$ cat src/rtl/adc_capture_pkg.sv
// Shared types and constants for the ADC capture path.
// Used by the alignment controller and capture wrappers.
package adc_capture_pkg;

  typedef enum logic [2:0] {
    ST_IDLE    = 3'd0,
    ST_SETTLE  = 3'd1,
    ST_CHECK   = 3'd2,
    ST_SLIP    = 3'd3,
    ST_WAIT    = 3'd4,
    ST_ALIGNED = 3'd5,
    ST_FAIL    = 3'd6
  } align_state_t;

  localparam logic [7:0] FRAME_PATTERN_8B = 8'hF0;

  function automatic logic [7:0] sat_inc8(
    input logic [7:0] v
  );
    return (v == 8'hFF) ? v : v + 8'd1;
  endfunction

endpackage

$ cat src/rtl/adc_align_ctrl_sync_2ff.sv
// Generic two-flop synchronizer for single-bit
// level signals entering the capture clock domain.
module sync_2ff (
  input  logic clk,
  input  logic rst_n,
  input  logic d,
  output logic q
);

  logic [1:0] sync_q;
  logic [1:0] sync_d;

  always_comb begin
    sync_d = {sync_q[0], d};
  end

  always_ff @(posedge clk or negedge rst_n) begin
    if (!rst_n) begin
      sync_q <= 2'b00;
    end else begin
      sync_q <= sync_d;
    end
  end

  assign q = sync_q[1];

endmodule

$ cat src/rtl/adc_align_ctrl.sv
// Frame-word alignment controller: bitslips the serdes
// until the frame lane shows PATTERN, then monitors lock.
module adc_align_ctrl
  import adc_capture_pkg::*;
#(
  parameter int             W          = 8,
  parameter logic [W-1:0]   PATTERN    = FRAME_PATTERN_8B,
  parameter int             SETTLE_CYC = 16,
  parameter int             SLIP_WAIT  = 4,
  parameter int             MATCH_N    = 4,
  parameter int             MISS_N     = 8,
  parameter int             MAX_SLIP   = 2 * W
) (
  input  logic                          system_clk,
  input  logic                          system_rst_n,
  input  logic                          rx_lckd,
  input  logic                          idelay_rdy,
  input  logic [W-1:0]                  frame_word,
  input  logic                          realign,
  output logic                          bitslip,
  output logic                          aligned,
  output logic                          align_fail,
  output logic [$clog2(MAX_SLIP+1)-1:0] slip_cnt,
  output logic [7:0]                    realign_cnt,
  output logic [2:0]                    state_o
);

  localparam int WMAX = (SETTLE_CYC > SLIP_WAIT)
                      ? SETTLE_CYC : SLIP_WAIT;
  localparam int WCW  = $clog2(WMAX + 1);
  localparam int SCW  = $clog2(MAX_SLIP + 1);
  localparam int MCW  = $clog2(MATCH_N + 1);
  localparam int NCW  = $clog2(MISS_N + 1);

  localparam logic [WCW-1:0] SETTLE_LD  = WCW'(SETTLE_CYC - 1);
  localparam logic [WCW-1:0] SLIP_LD    = WCW'(SLIP_WAIT - 1);
  localparam logic [SCW-1:0] SLIP_MAX   = SCW'(MAX_SLIP);
  localparam logic [MCW-1:0] MATCH_LAST = MCW'(MATCH_N - 1);
  localparam logic [NCW-1:0] MISS_LAST  = NCW'(MISS_N - 1);

  logic idelay_rdy_sync;
  logic ok;
  logic match;

  align_state_t   state_q,   state_d;
  logic [W-1:0]   frame_q,   frame_d;
  logic [WCW-1:0] wait_q,    wait_d;
  logic [MCW-1:0] match_q,   match_d;
  logic [NCW-1:0] miss_q,    miss_d;
  logic [SCW-1:0] slip_q,    slip_d;
  logic [7:0]     realign_q, realign_d;
  logic           bitslip_q, bitslip_d;
  logic           aligned_q, aligned_d;
  logic           fail_q,    fail_d;

  sync_2ff u_rdy_sync (
    .clk   (system_clk),
    .rst_n (system_rst_n),
    .d     (idelay_rdy),
    .q     (idelay_rdy_sync)
  );

  assign ok    = rx_lckd && idelay_rdy_sync;
  assign match = (frame_q == PATTERN);

  always_comb begin
    state_d   = state_q;
    frame_d   = frame_word;
    wait_d    = wait_q;
    match_d   = match_q;
    miss_d    = miss_q;
    slip_d    = slip_q;
    realign_d = realign_q;

    if (!ok) begin
      state_d = ST_IDLE;
      wait_d  = '0;
      match_d = '0;
      miss_d  = '0;
      slip_d  = '0;
    end else if (realign && state_q != ST_IDLE) begin
      state_d   = ST_SETTLE;
      wait_d    = SETTLE_LD;
      match_d   = '0;
      miss_d    = '0;
      slip_d    = '0;
      realign_d = sat_inc8(realign_q);
    end else begin
      unique case (state_q)
        ST_IDLE: begin
          state_d = ST_SETTLE;
          wait_d  = SETTLE_LD;
        end
        ST_SETTLE, ST_WAIT: begin
          if (wait_q == '0) begin
            state_d = ST_CHECK;
            match_d = '0;
          end else begin
            wait_d = wait_q - WCW'(1);
          end
        end
        ST_CHECK: begin
          if (match) begin
            if (match_q == MATCH_LAST) begin
              state_d = ST_ALIGNED;
              miss_d  = '0;
            end else begin
              match_d = match_q + MCW'(1);
            end
          end else if (slip_q < SLIP_MAX) begin
            state_d = ST_SLIP;
          end else begin
            state_d = ST_FAIL;
          end
        end
        ST_SLIP: begin
          state_d = ST_WAIT;
          wait_d  = SLIP_LD;
          slip_d  = slip_q + SCW'(1);
        end
        ST_ALIGNED: begin
          if (match) begin
            miss_d = '0;
          end else if (miss_q == MISS_LAST) begin
            state_d   = ST_SETTLE;
            wait_d    = SETTLE_LD;
            match_d   = '0;
            miss_d    = '0;
            slip_d    = '0;
            realign_d = sat_inc8(realign_q);
          end else begin
            miss_d = miss_q + NCW'(1);
          end
        end
        ST_FAIL: begin
          state_d = ST_FAIL;
        end
        default: begin
          state_d = ST_IDLE;
        end
      endcase
    end

    // outputs follow the next state so they are flops, not decodes
    bitslip_d = (state_d == ST_SLIP);
    aligned_d = (state_d == ST_ALIGNED);
    fail_d    = (state_d == ST_FAIL);
  end

  always_ff @(posedge system_clk or negedge system_rst_n) begin
    if (!system_rst_n) begin
      state_q   <= ST_IDLE;
      frame_q   <= '0;
      wait_q    <= '0;
      match_q   <= '0;
      miss_q    <= '0;
      slip_q    <= '0;
      realign_q <= '0;
      bitslip_q <= 1'b0;
      aligned_q <= 1'b0;
      fail_q    <= 1'b0;
    end else begin
      state_q   <= state_d;
      frame_q   <= frame_d;
      wait_q    <= wait_d;
      match_q   <= match_d;
      miss_q    <= miss_d;
      slip_q    <= slip_d;
      realign_q <= realign_d;
      bitslip_q <= bitslip_d;
      aligned_q <= aligned_d;
      fail_q    <= fail_d;
    end
  end

  assign bitslip     = bitslip_q;
  assign aligned     = aligned_q;
  assign align_fail  = fail_q;
  assign slip_cnt    = slip_q;
  assign realign_cnt = realign_q;
  assign state_o     = state_q;

endmodule

$ cat config.mk
export PLATFORM = sky130hd
export DESIGN_NAME = adc_align_ctrl
export DESIGN_NICKNAME = d
export VERILOG_FILES = /design/src/rtl/adc_capture_pkg.sv /design/src/rtl/adc_align_ctrl_sync_2ff.sv /design/src/rtl/adc_align_ctrl.sv
export SDC_FILE = /design/constraint.sdc
export NUM_CORES = 1
export LEC_CHECK = 0
export BUFFER_PORTS_ARGS = -buffer_cell sky130_fd_sc_hd__buf_4
export CELL_PAD_IN_SITES_DETAIL_PLACEMENT = 1
export CELL_PAD_IN_SITES_GLOBAL_PLACEMENT = 1
export CORE_MARGIN = 1.5
export CORE_UTILIZATION = 44
export CTS_CLUSTER_DIAMETER = 30
export DETAILED_ROUTE_END_ITERATION = 7
export GPL_TIMING_DRIVEN = 0
export PLACE_DENSITY = 0.82
export SETUP_SLACK_MARGIN = 0.5
export SLEW_MARGIN = 20
export SYNTH_ARGS = -nofsm -noshare
export SYNTH_HDL_FRONTEND = slang
export SYNTH_SLANG_ARGS = --single-unit
$ cat constraint.sdc
create_clock -name system_clk -period 2.1 [get_ports system_clk]
set_input_delay 0.21 -clock system_clk [delete_from_list [all_inputs] [get_ports system_clk]]
set_output_delay 0.21 -clock system_clk [all_outputs]
set_load 0.02 [all_outputs]
==> results.yml, run 1 <==
outcome:
  run_status: "complete, but fails checks"
  violations: "setup timing"
synthesis:
  async_reset_ff_share_pct: 100
  share_of_the_synthesized_area_in_the_top_cell_type_pct: 47.7
  post_synth_num_cell_types: 54
  most_used_standard_cell_by_instance_count_after_synthesis: "dfrtp_1"
  synth_ff_type: "dfrtp_1"
  syn_area_mm2: 0.00215
  syn-num-nets: 223
  syn_inst: 203
  synth_seq_area_share_pct: 47.7
  ys_seq_elements: 41
  synth_largest_area_cell: "dfrtp_1"
  synth_top_cells_by_count: "41 x dfrtp_1, 16 x nand2_1, 14 x nor2_1"
  synth_area_per_cell_um2: 10.6
  synth.top_cells.by_area: "dfrtp_1 48%, ha_1 4.1%, a21oi_1 2.8%"
  number_of_enable_type_register_cells_in_the_synthesized_netlist: 0
  ys.warnings.count: 0
cells_and_area:
  antenna_cells: 0
  layout_cell_share_with_drive_strength_beyond_1_pct: 46.0
  final.fill_count: 491
  total_area_of_multi_input_combinational_cells_mm2: 0.00124
  seqCellArea_mm2: 0.00103
  syn2layout_area_growth_pct: 41.2
  fin_util_pct: 64.3
  final-instance-count-excl-fill: 339
  final_net_count: 291
clock_tree:
  cts_tree: "built"
  worst_setup_hold_path_clk_slew_ns: 0.09
  clk-insertion-delay-late_ns: 0.31
  htree_levels: 2
  tritoncts_num_sinks: 41
  cts.path.max_buffers: 2
  cts-buffers-inserted: 5
  root_buffer: "clkbuf_8"
min_path:
  whs_endpoint: "frame_q[7]$_DFF_PN0_"
  hold-path-cell-count: 1
  hold_path_class: "in2reg"
  hold_path_startpoint: "frame_word[7]"
worst_setup_path:
  worstPathRequired_ns: 2.30
  setup.worst_path.end_class: "flip-flop"
  regToRegStartpoint: "frame_q[7]$_DFF_PN0_"
  worstReg2RegEnd: "match_q[0]$_DFFE_PN0P_"
  ff2ff_setup_slack_ns: -0.06
  worst-path-max-fanout: 6
  crit_type: "reg2reg"
  ff2ff_path_depth: 5
  critical_path_arrival_ns: 2.36
  worstSetupStartpointType: "flip-flop"
sta:
  grt_setup_unrepaired: "true"
  setup_viol_count_final: 3
  min_clock_period_post_route_ns: 2.16
  finalHoldViolations: 0
  worst_slew_margin_rel_pct: 59.1
  finalClockSkew_ns: 0.00707
  fin_hold_ws_ns: 0.00532
  drv_slew: 0
  tightest_slew_ns: 0.611
  max_freq_mhz: 463
  period_share_pct: 103
  timing.final.ws_setup_ns: -0.0608
grt:
  grt_pass1_wl_um: 9660
  track_usage_pct: 24.5
  grt_antenna_before_repair: 0
  grt_max_degree: 42
  first_global_vias: 1971
  grt_remaining_overflow: 0
route:
  detailroute.via_count: 1951
  post_drt_via_cell_ratio: 5.76
  routed_wirelength_um: 7080
  detail_route.drc_violations: 0
  drt_iter0_drc: 85
  drt-wirelength-per-cell_um: 20.9
  number_of_antenna_violating_nets_in_the_routed_design: 0
  detailedRoute.firstPassIterationCount: 4
placed_design:
  placed_cells: 301
  final_hpwl_from_detailed_placement_um: 3600
  numPortBuffers: 31
  globalplace.congestion: 0.808
floorplan:
  num_io_pins: 32
  design.die.area_mm2: 0.00532
  die_y_um: 72.9
  dieWidth_um: 72.9
  fp-row-count: 25
  initial_utilization_pct: 45.6
  core_mm2: 0.00472
run:
  drv.max_cap_violation_count: 0
pwr:
  power-per-cell-area_mw_per_mm2: 625
  ir_drop_mv: 0.669
  static-leakage-power_uw: 0.00137
  power_uw: 1900
## worst max-delay path by stage
stage                                     start                      to
after floorplan            frame_q[1]$_DFF_PN0_  match_q[0]$_DFFE_PN0P_
after global placement    wait_q[0]$_DFFE_PN0P_  match_q[0]$_DFFE_PN0P_
after detailed placement  wait_q[0]$_DFFE_PN0P_  match_q[2]$_DFFE_PN0P_
after CTS                  frame_q[1]$_DFF_PN0_  match_q[2]$_DFFE_PN0P_
after global routing       frame_q[5]$_DFF_PN0_  match_q[2]$_DFFE_PN0P_
final                      frame_q[7]$_DFF_PN0_  match_q[0]$_DFFE_PN0P_
## area by class of cell
class	count	share of cell area (%)
Tap cell	67	2.76
Timing Repair Buffer	61	15.7
Buffer	6	1.85
Clock buffer	7	2.84
Multi-Input combinational cell	146	40.8
Clock inverter	1	0.988
Sequential cell	41	33.8
Inverter	10	1.24
## cell families (layout without fill, tap and decap cells)
logic type | after synthesis | after routing | share of synthesized area (%)
flip-flops | 41 | 41 | 47.7
AO/OA/AOI/OAI | 54 | 54 | 19.1
adder cells (fa/ha/maj) | 8 | 8 | 4.53
buffers and inverters | 16 | 85 | 4.01
multiplexers | 4 | 4 | 2.09
XOR/XNOR | 7 | 7 | 2.85
AND/OR/NAND/NOR | 73 | 73 | 19.8
## cell usage in the layout, fill, tap and decap left out, types with 4 or more instances in the layout
| cell type | count |
|---|---|
| xnor2_1 | 4 |
| o21ai_1 | 6 |
| mux2_4 | 4 |
| a21oi_2 | 7 |
| dfrtp_1 | 39 |
| buf_6 | 7 |
| clkbuf_8 | 7 |
| nand2_1 | 14 |
| ha_1 | 6 |
| a21oi_1 | 4 |
| nor2_1 | 11 |
| nand4_1 | 4 |
| o21ai_0 | 4 |
| buf_4 | 55 |
| nand3_1 | 5 |
| inv_1 | 7 |
## metal layers
layer	track usage (%)	wire [um]	vias to the layer above
met5	0	0	-
met4	14.5	238	0
li1	-	-	876
met1	29.1	2920	995
met3	4.14	250	20
met2	41.8	3680	60
## report_power, final
part           switching [uW]  internal [uW]
registers                55.9            832
logic                     173            152
clock network             297            388
## critical path, stage by stage (launching register included)
cell     delay (ns)
dfrtp_1        0.38
nand4_1        0.51
o21ai_4        0.37
o21ai_2        0.11
a22oi_2        0.34
mux2_4         0.34
## flip-flops by register name (all words and copies together), names as in the netlist
signal / count
realign_cnt: 8
wait_q: 5
bitslip: 1
frame_q: 8
align_fail: 1
match_q: 3
slip_cnt: 5
aligned: 1
u_rdy_sync.sync_q: 2
miss_q: 4
state_o: 3
## per-stage QoR
stage / setup slack, ns / TNS (ns) / area [um2]
after CTS: 0.103 / 0 / 2860
final: -0.0608 / -0.172 / 3040
after global routing: -0.158 / -0.547 / 3040
after floorplan: 0.241 / 0 / 2170
after detailed placement: 0.0252 / 0 / 2480
after global placement: 0.0741 / 0 / 2480
## timing repair
item                                    in CTS  in global routing
setup buffers                               20                  8
endpoints found under the setup margin      30                 31
hold buffers                                 1                  1
pin swaps                                   25                 20
gates resized for setup                     27                 31
hold endpoints to repair                    41                  1
(Power assumes the default switching activity.)
==> inputs of run 2 (changes only) <==
ABC_AREA = 1   (was unset)
CORE_UTILIZATION = 28   (was 44)
PLACE_DENSITY = 0.6   (was 0.82)
SLEW_MARGIN = 10   (was 20)
==> results.yml, run 2 <==
outcome:
  run_status: "finished, final reports clean"
route:
  drt-wirelength-per-cell_um: 12.6
  route.met3.wl_um: 160
  post_drt_via_cell_ratio: 4.53
  drt_iter0_drc: 64
  detailroute.via_count: 2111
  routed_wirelength_um: 5880
  number_of_antenna_violating_nets_in_the_routed_design: 0
  detailedRoute.firstPassIterationCount: 4
  topRoutingLayerUsed: "met4"
  wl_met1_um: 2650
  routed-wl-met2_um: 3000
  detail_route.drc_violations: 0
clock_tree:
  htree_levels: 2
  cts-buffers-inserted: 5
  tritoncts_num_sinks: 41
  cts.path.max_buffers: 2
  clk-insertion-delay-late_ns: 0.30
  root_buffer: "clkbuf_8"
  worst_setup_hold_path_clk_slew_ns: 0.09
  cts_tree: "built"
placed_design:
  final_hpwl_from_detailed_placement_um: 4020
  placed_area_mm2: 0.00261
  preCtsSetupSlack_ns: 0.328
  numPortBuffers: 31
  globalplace.congestion: 0.740
cells_and_area:
  layout_commonest_cell: "nand2_1"
  final_net_count: 383
  final.fill_count: 957
  antenna_cells: 0
  layout_cell_share_with_drive_strength_beyond_1_pct: 31.3
  fin_util_pct: 41.0
  total_area_of_multi_input_combinational_cells_mm2: 0.00123
  seqCellArea_mm2: 0.00103
  top_library_cells_by_usage_in_the_layout_fill_and_taps_aside: "76 x nand2_1, 52 x buf_4, 36 x dfrtp_1"
  final_design_area_no_fill_mm2: 0.00317
  syn2layout_area_growth_pct: 41.8
synthesis:
  synth_top_cells_by_count: "87 x nand2_1, 41 x dfrtp_1, 38 x nor2_1"
  synth_area_per_cell_um2: 7.60
  synth_largest_area_cell: "dfrtp_1"
  post_synth_num_cell_types: 26
  ys.warnings.count: 0
  async_reset_ff_share_pct: 100
  syn-num-nets: 314
  share_of_the_synthesized_area_in_the_top_cell_type_pct: 45.9
  syn_area_mm2: 0.00223
  most_used_standard_cell_by_instance_count_after_synthesis: "nand2_1"
  synth.top_cells.by_area: "dfrtp_1 46%, nand2_1 15%, nand3_1 7.2%"
  syn_inst: 294
  number_of_enable_type_register_cells_in_the_synthesized_netlist: 0
  synth_ff_type: "dfrtp_1"
  ys_seq_elements: 41
  synth_seq_area_share_pct: 45.9
run:
  drv.max_cap_violation_count: 0
pwr:
  power_frac_clock_pct: 35.3
  combPwrFrac_pct: 19.1
  power-per-cell-area_mw_per_mm2: 603
  static-leakage-power_uw: 0.00151
  ir_drop_mv: 0.237
  p_int_uw: 1390
  power.share.sequential_pct: 45.7
  netsw_uw: 523
  netSwitchingFraction_pct: 27.4
min_path:
  hold_path_class: "in2reg"
  hold-path-cell-count: 1
grt:
  grt_remaining_overflow: 0
  grt_antenna_before_repair: 0
  first_global_vias: 2053
  grt_pass1_wl_um: 9690
  grt_max_degree: 42
  track_usage_pct: 14.4
worst_setup_path:
  critPathBufInv: 1
  worstSetupStartpointType: "flip-flop"
  crit_type: "reg2reg"
  worstPathRequired_ns: 2.29
  cp_num_cells: 10
  cpMaxStageDelayCell: "dfrtp_2"
  setup.worst_path.end_class: "flip-flop"
  ff2ff_path_depth: 10
  crit_path_max_incr_delay_ns: 0.45
  worst_path_cell_trace: "nor2_2 > nand2_2 > nand2_2 > nand2_2 > inv_2 > nand3_4 > nand2_1 > nor2_2 > nand2_1 > nand2_1"
  timing.critical_path.max_delay_family: "simple AND/OR/NAND/NOR gates"
  worst-path-max-fanout: 6
  critical_path_arrival_ns: 1.77
sta:
  drv_slew: 0
  period_share_pct: 75.0
  max_freq_mhz: 635
  timing.final.ws_setup_ns: 0.524
  fin_setup_tns_ns: 0
  finalHoldViolations: 0
  finalClockSkew_ns: 0.00681
  min_clock_period_post_route_ns: 1.58
  grt_setup_unrepaired: "true"
  worst_slew_margin_rel_pct: 63.7
  setup_viol_count_final: 0
  tightest_slew_ns: 0.545
floorplan:
  die_y_um: 92.3
  fp-row-count: 32
  dieWidth_um: 92.3
  initial_utilization_pct: 28.9
  design.die.area_mm2: 0.00852
  num_io_pins: 32
  core_mm2: 0.00773
## run 2: path summary, 6_finish.rpt
path	slack, ns	from	to
setup / recovery	0.52	state_o[1]$_DFF_PN0_	match_q[0]$_DFFE_PN0P_
hold / removal	0.01	idelay_rdy	u_rdy_sync.sync_q[0]$_DFF_PN0_
setup reg to reg	0.52	state_o[1]$_DFF_PN0_	match_q[0]$_DFFE_PN0P_
hold reg to reg	0.36	u_rdy_sync.sync_q[0]$_DFF_PN0_	u_rdy_sync.sync_q[1]$_DFF_PN0_
min in group asynchronous	0.43	system_rst_n	realign_cnt[2]$_DFFE_PN0P_
max in group asynchronous	1.26	system_rst_n	state_o[2]$_DFF_PN0_
## run 2: timing repair
item                                   4_1_cts  5_1_grt
buffers inserted                            10       11
resized for setup                           19       37
hold buffers                                 1        8
setup endpoints to repair                   27       29
pin swaps                                    8        7
cloned                                       1        0
endpoints found under the hold margin       41        8
## run 2: metrics by stage
stage          power [uW]  instances  hold slack (ns)
2_1_floorplan        1060        294          -0.0856
3_3_place_gp         1170        427            0.241
3_5_place_dp         1180        427            0.244
4_1_cts              1920        447         0.000782
5_1_grt              2030        466         -0.00272
6_report             1910        466           0.0110
## run 2: power groups by stage
stage,registers [uW],logic [uW],clock network (uW)
after floorplan,921,136,0
after global placement,897,274,0
after detailed placement,899,279,0
after CTS,873,338,712
after global routing,880,409,743
final,873,364,674
## run 2: logic make-up after synthesis
family / count (synthesis) / synth area share, %
and+or+nand+nor: 171 / 33.1
DFF: 41 / 45.9
xor gates and xnor gates: 11 / 4.31
AOI/OAI and AO/OA: 25 / 5.94
adders and majority gates: 7 / 3.92
buffers and inverters: 39 / 6.78
## run 2: cell type report
type | count | area share [%]
Sequential cell | 41 | 32.6
Inverter | 36 | 4.43
Clock buffer | 6 | 2.61
Clock inverter | 2 | 1.19
Tap cell | 102 | 4.03
Timing Repair Buffer | 61 | 15.2
Multi-Input combinational cell | 215 | 38.9
Buffer | 3 | 1.07
## run 2: per-layer routing
layer / GRT usage, % / vias to the layer above
met5: 0 / -
met4: 3.85 / 0
met3: 3.37 / 5
met2: 25.0 / 22
met1: 17.8 / 1021
li1: - / 1063
==> inputs of run 3 (changes only) <==
clock period = 1.55 ns   (was 2.1 ns; I/O delays follow)
==> results.yml, run 3 (synthesis results as in run 2) <==
pwr:
  power_frac_clock_pct: 34.1
  ir_drop_mv: 0.399
  power_uw: 2710
  power-per-cell-area_mw_per_mm2: 768
  static-leakage-power_uw: 0.00166
  netsw_uw: 773
  combPwrFrac_pct: 21.5
  netSwitchingFraction_pct: 28.5
  power.share.sequential_pct: 44.4
  p_int_uw: 1940
route:
  drt_iter0_drc: 79
  detailedRoute.firstPassIterationCount: 4
  detail_route.drc_violations: 0
  topRoutingLayerUsed: "met4"
  number_of_antenna_violating_nets_in_the_routed_design: 0
  routed_wirelength_um: 6600
  drt-wirelength-per-cell_um: 13.7
  detailroute.via_count: 2197
  post_drt_via_cell_ratio: 4.58
  wl_met1_um: 2930
  routed-wl-met2_um: 3430
  route.met3.wl_um: 150
outcome:
  run_status: "finished, final reports clean"
sta:
  worst_slew_margin_rel_pct: 62.3
  max_freq_mhz: 646
  finalHoldViolations: 0
  setup_viol_count_final: 0
  min_clock_period_post_route_ns: 1.55
  tightest_slew_ns: 0.566
  grt_setup_unrepaired: "true"
  drv_slew: 0
  finalClockSkew_ns: 0.00775
  period_share_pct: 99.8
  timing.final.ws_setup_ns: 0.00311
placed_design:
  final_hpwl_from_detailed_placement_um: 4150
  preCtsSetupSlack_ns: -0.201
  globalplace.congestion: 0.750
  numPortBuffers: 31
run:
  drv.max_cap_violation_count: 0
floorplan:
  fp-row-count: 32
  design.die.area_mm2: 0.00852
  core_mm2: 0.00773
  num_io_pins: 32
  dieWidth_um: 92.3
  die_y_um: 92.3
  initial_utilization_pct: 28.9
clock_tree:
  htree_levels: 2
  clk-insertion-delay-late_ns: 0.30
  cts_tree: "built"
  cts.path.max_buffers: 2
  root_buffer: "clkbuf_8"
  cts-buffers-inserted: 5
  worst_setup_hold_path_clk_slew_ns: 0.09
  tritoncts_num_sinks: 41
cells_and_area:
  total_area_of_multi_input_combinational_cells_mm2: 0.00142
  fin_util_pct: 45.7
  antenna_cells: 0
  syn2layout_area_growth_pct: 58.2
  top_library_cells_by_usage_in_the_layout_fill_and_taps_aside: "48 x nand2_1, 47 x buf_4, 34 x nand2_2"
  final_net_count: 397
  layout_commonest_cell: "nand2_1"
  seqCellArea_mm2: 0.00104
  final.fill_count: 919
  layout_cell_share_with_drive_strength_beyond_1_pct: 46.8
grt:
  track_usage_pct: 16.6
  grt_antenna_before_repair: 0
  grt_max_degree: 42
  grt_pass1_wl_um: 11100
  first_global_vias: 2310
  grt_remaining_overflow: 0
worst_setup_path:
  ff2ff_setup_slack_ns: 0.003
  regToRegStartpoint: "state_o[1]$_DFF_PN0_"
  worstReg2RegEnd: "wait_q[3]$_DFFE_PN0P_"
  cpMaxStageDelayCell: "dfrtp_2"
  worst-path-max-fanout: 5
  critical-path-top-cell-by-count: "nand2_4"
  worstSetupStartpointType: "flip-flop"
  critical_path_arrival_ns: 1.75
  crit_path_max_incr_delay_ns: 0.46
  worst_path_cell_trace: "nor2_4 > nand2_4 > nand2_4 > nand2_4 > nor2_4 > nand3_4 > nand3_4 > inv_2 > nand2_1 > nand2_1"
  worstPathRequired_ns: 1.76
  critPathBufInv: 1
  crit_type: "reg2reg"
  setup.worst_path.end_class: "flip-flop"
  ff2ff_path_depth: 10
  timing.critical_path.max_delay_family: "simple AND/OR/NAND/NOR gates"
min_path:
  hold-path-cell-count: 5
  hold_path_startpoint: "rx_lckd"
  whs_endpoint: "wait_q[3]$_DFFE_PN0P_"
  hold_path_class: "in2reg"
run 3: worst max-delay path by stage:
stage / start / endpoint / slack [ns] / cells after the start
CTS: state_o[0]$_DFF_PN0_ / wait_q[3]$_DFFE_PN0P_ / 0.03 / 10
global placement: miss_q[0]$_DFFE_PN0P_ / realign_cnt[2]$_DFFE_PN0P_ / -0.20 / 9
floorplan: realign_cnt[0]$_DFFE_PN0P_ / realign_cnt[2]$_DFFE_PN0P_ / 0.07 / 9
finish: state_o[1]$_DFF_PN0_ / wait_q[3]$_DFFE_PN0P_ / 0.003 / 10
global route: state_o[1]$_DFF_PN0_ / wait_q[3]$_DFFE_PN0P_ / -0.10 / 10
detailed placement: miss_q[0]$_DFFE_PN0P_ / realign_cnt[6]$_DFFE_PN0P_ / -0.20 / 9
run 3: timing repair:
item                                    4_1_cts  5_1_grt
cloned                                        1        1
endpoints found under the hold margin        50        0
endpoints found under the setup margin       47       47
gates resized for setup                      74       54
setup buffers                                21       12
pin swaps                                    17       32
hold buffers                                 10        0
run 3: cell type report:
type,count,area share [%]
clock buffers,7,2.44
clock inverters,1,0.850
well taps,102,3.61
repair buffers,75,18.6
inverters,36,4.04
plain buffers,3,1.03
flip-flops and latches,41,29.4
multi-input cells,215,40.1
run 3: through the flow:
stage	setup TNS [ns]	cell area (um2)	instances	hold slack, ns
global route	-1.40	3530	480	0.334
finish	0	3530	480	0.293
global placement	-2.55	2650	427	0.189
detailed placement	-2.71	2650	427	0.200
CTS	0	3280	467	0.289
floorplan	0	2290	294	-0.141
run 3: worst min-delay path: cells and delay by family:
family                 cells  cell delay (ns)
and+or+nand+nor            4             0.34
buffers and inverters      1             0.08
run 3: layer usage:
| layer | vias up | GRT usage (%) |
|---|---|---|
| met5 | - | 0 |
| met4 | 0 | 5.38 |
| met3 | 7 | 2.55 |
| met2 | 24 | 29.5 |
| met1 | 1076 | 20.3 |
| li1 | 1090 | - |
run 3: power groups by stage:
stage	clock (uW)	combinational, uW	sequential (uW)
after floorplan	0	192	1250
after global placement	0	376	1220
after detailed placement	0	387	1220
after CTS	962	494	1200
after global routing	1010	647	1210
final	925	583	1210
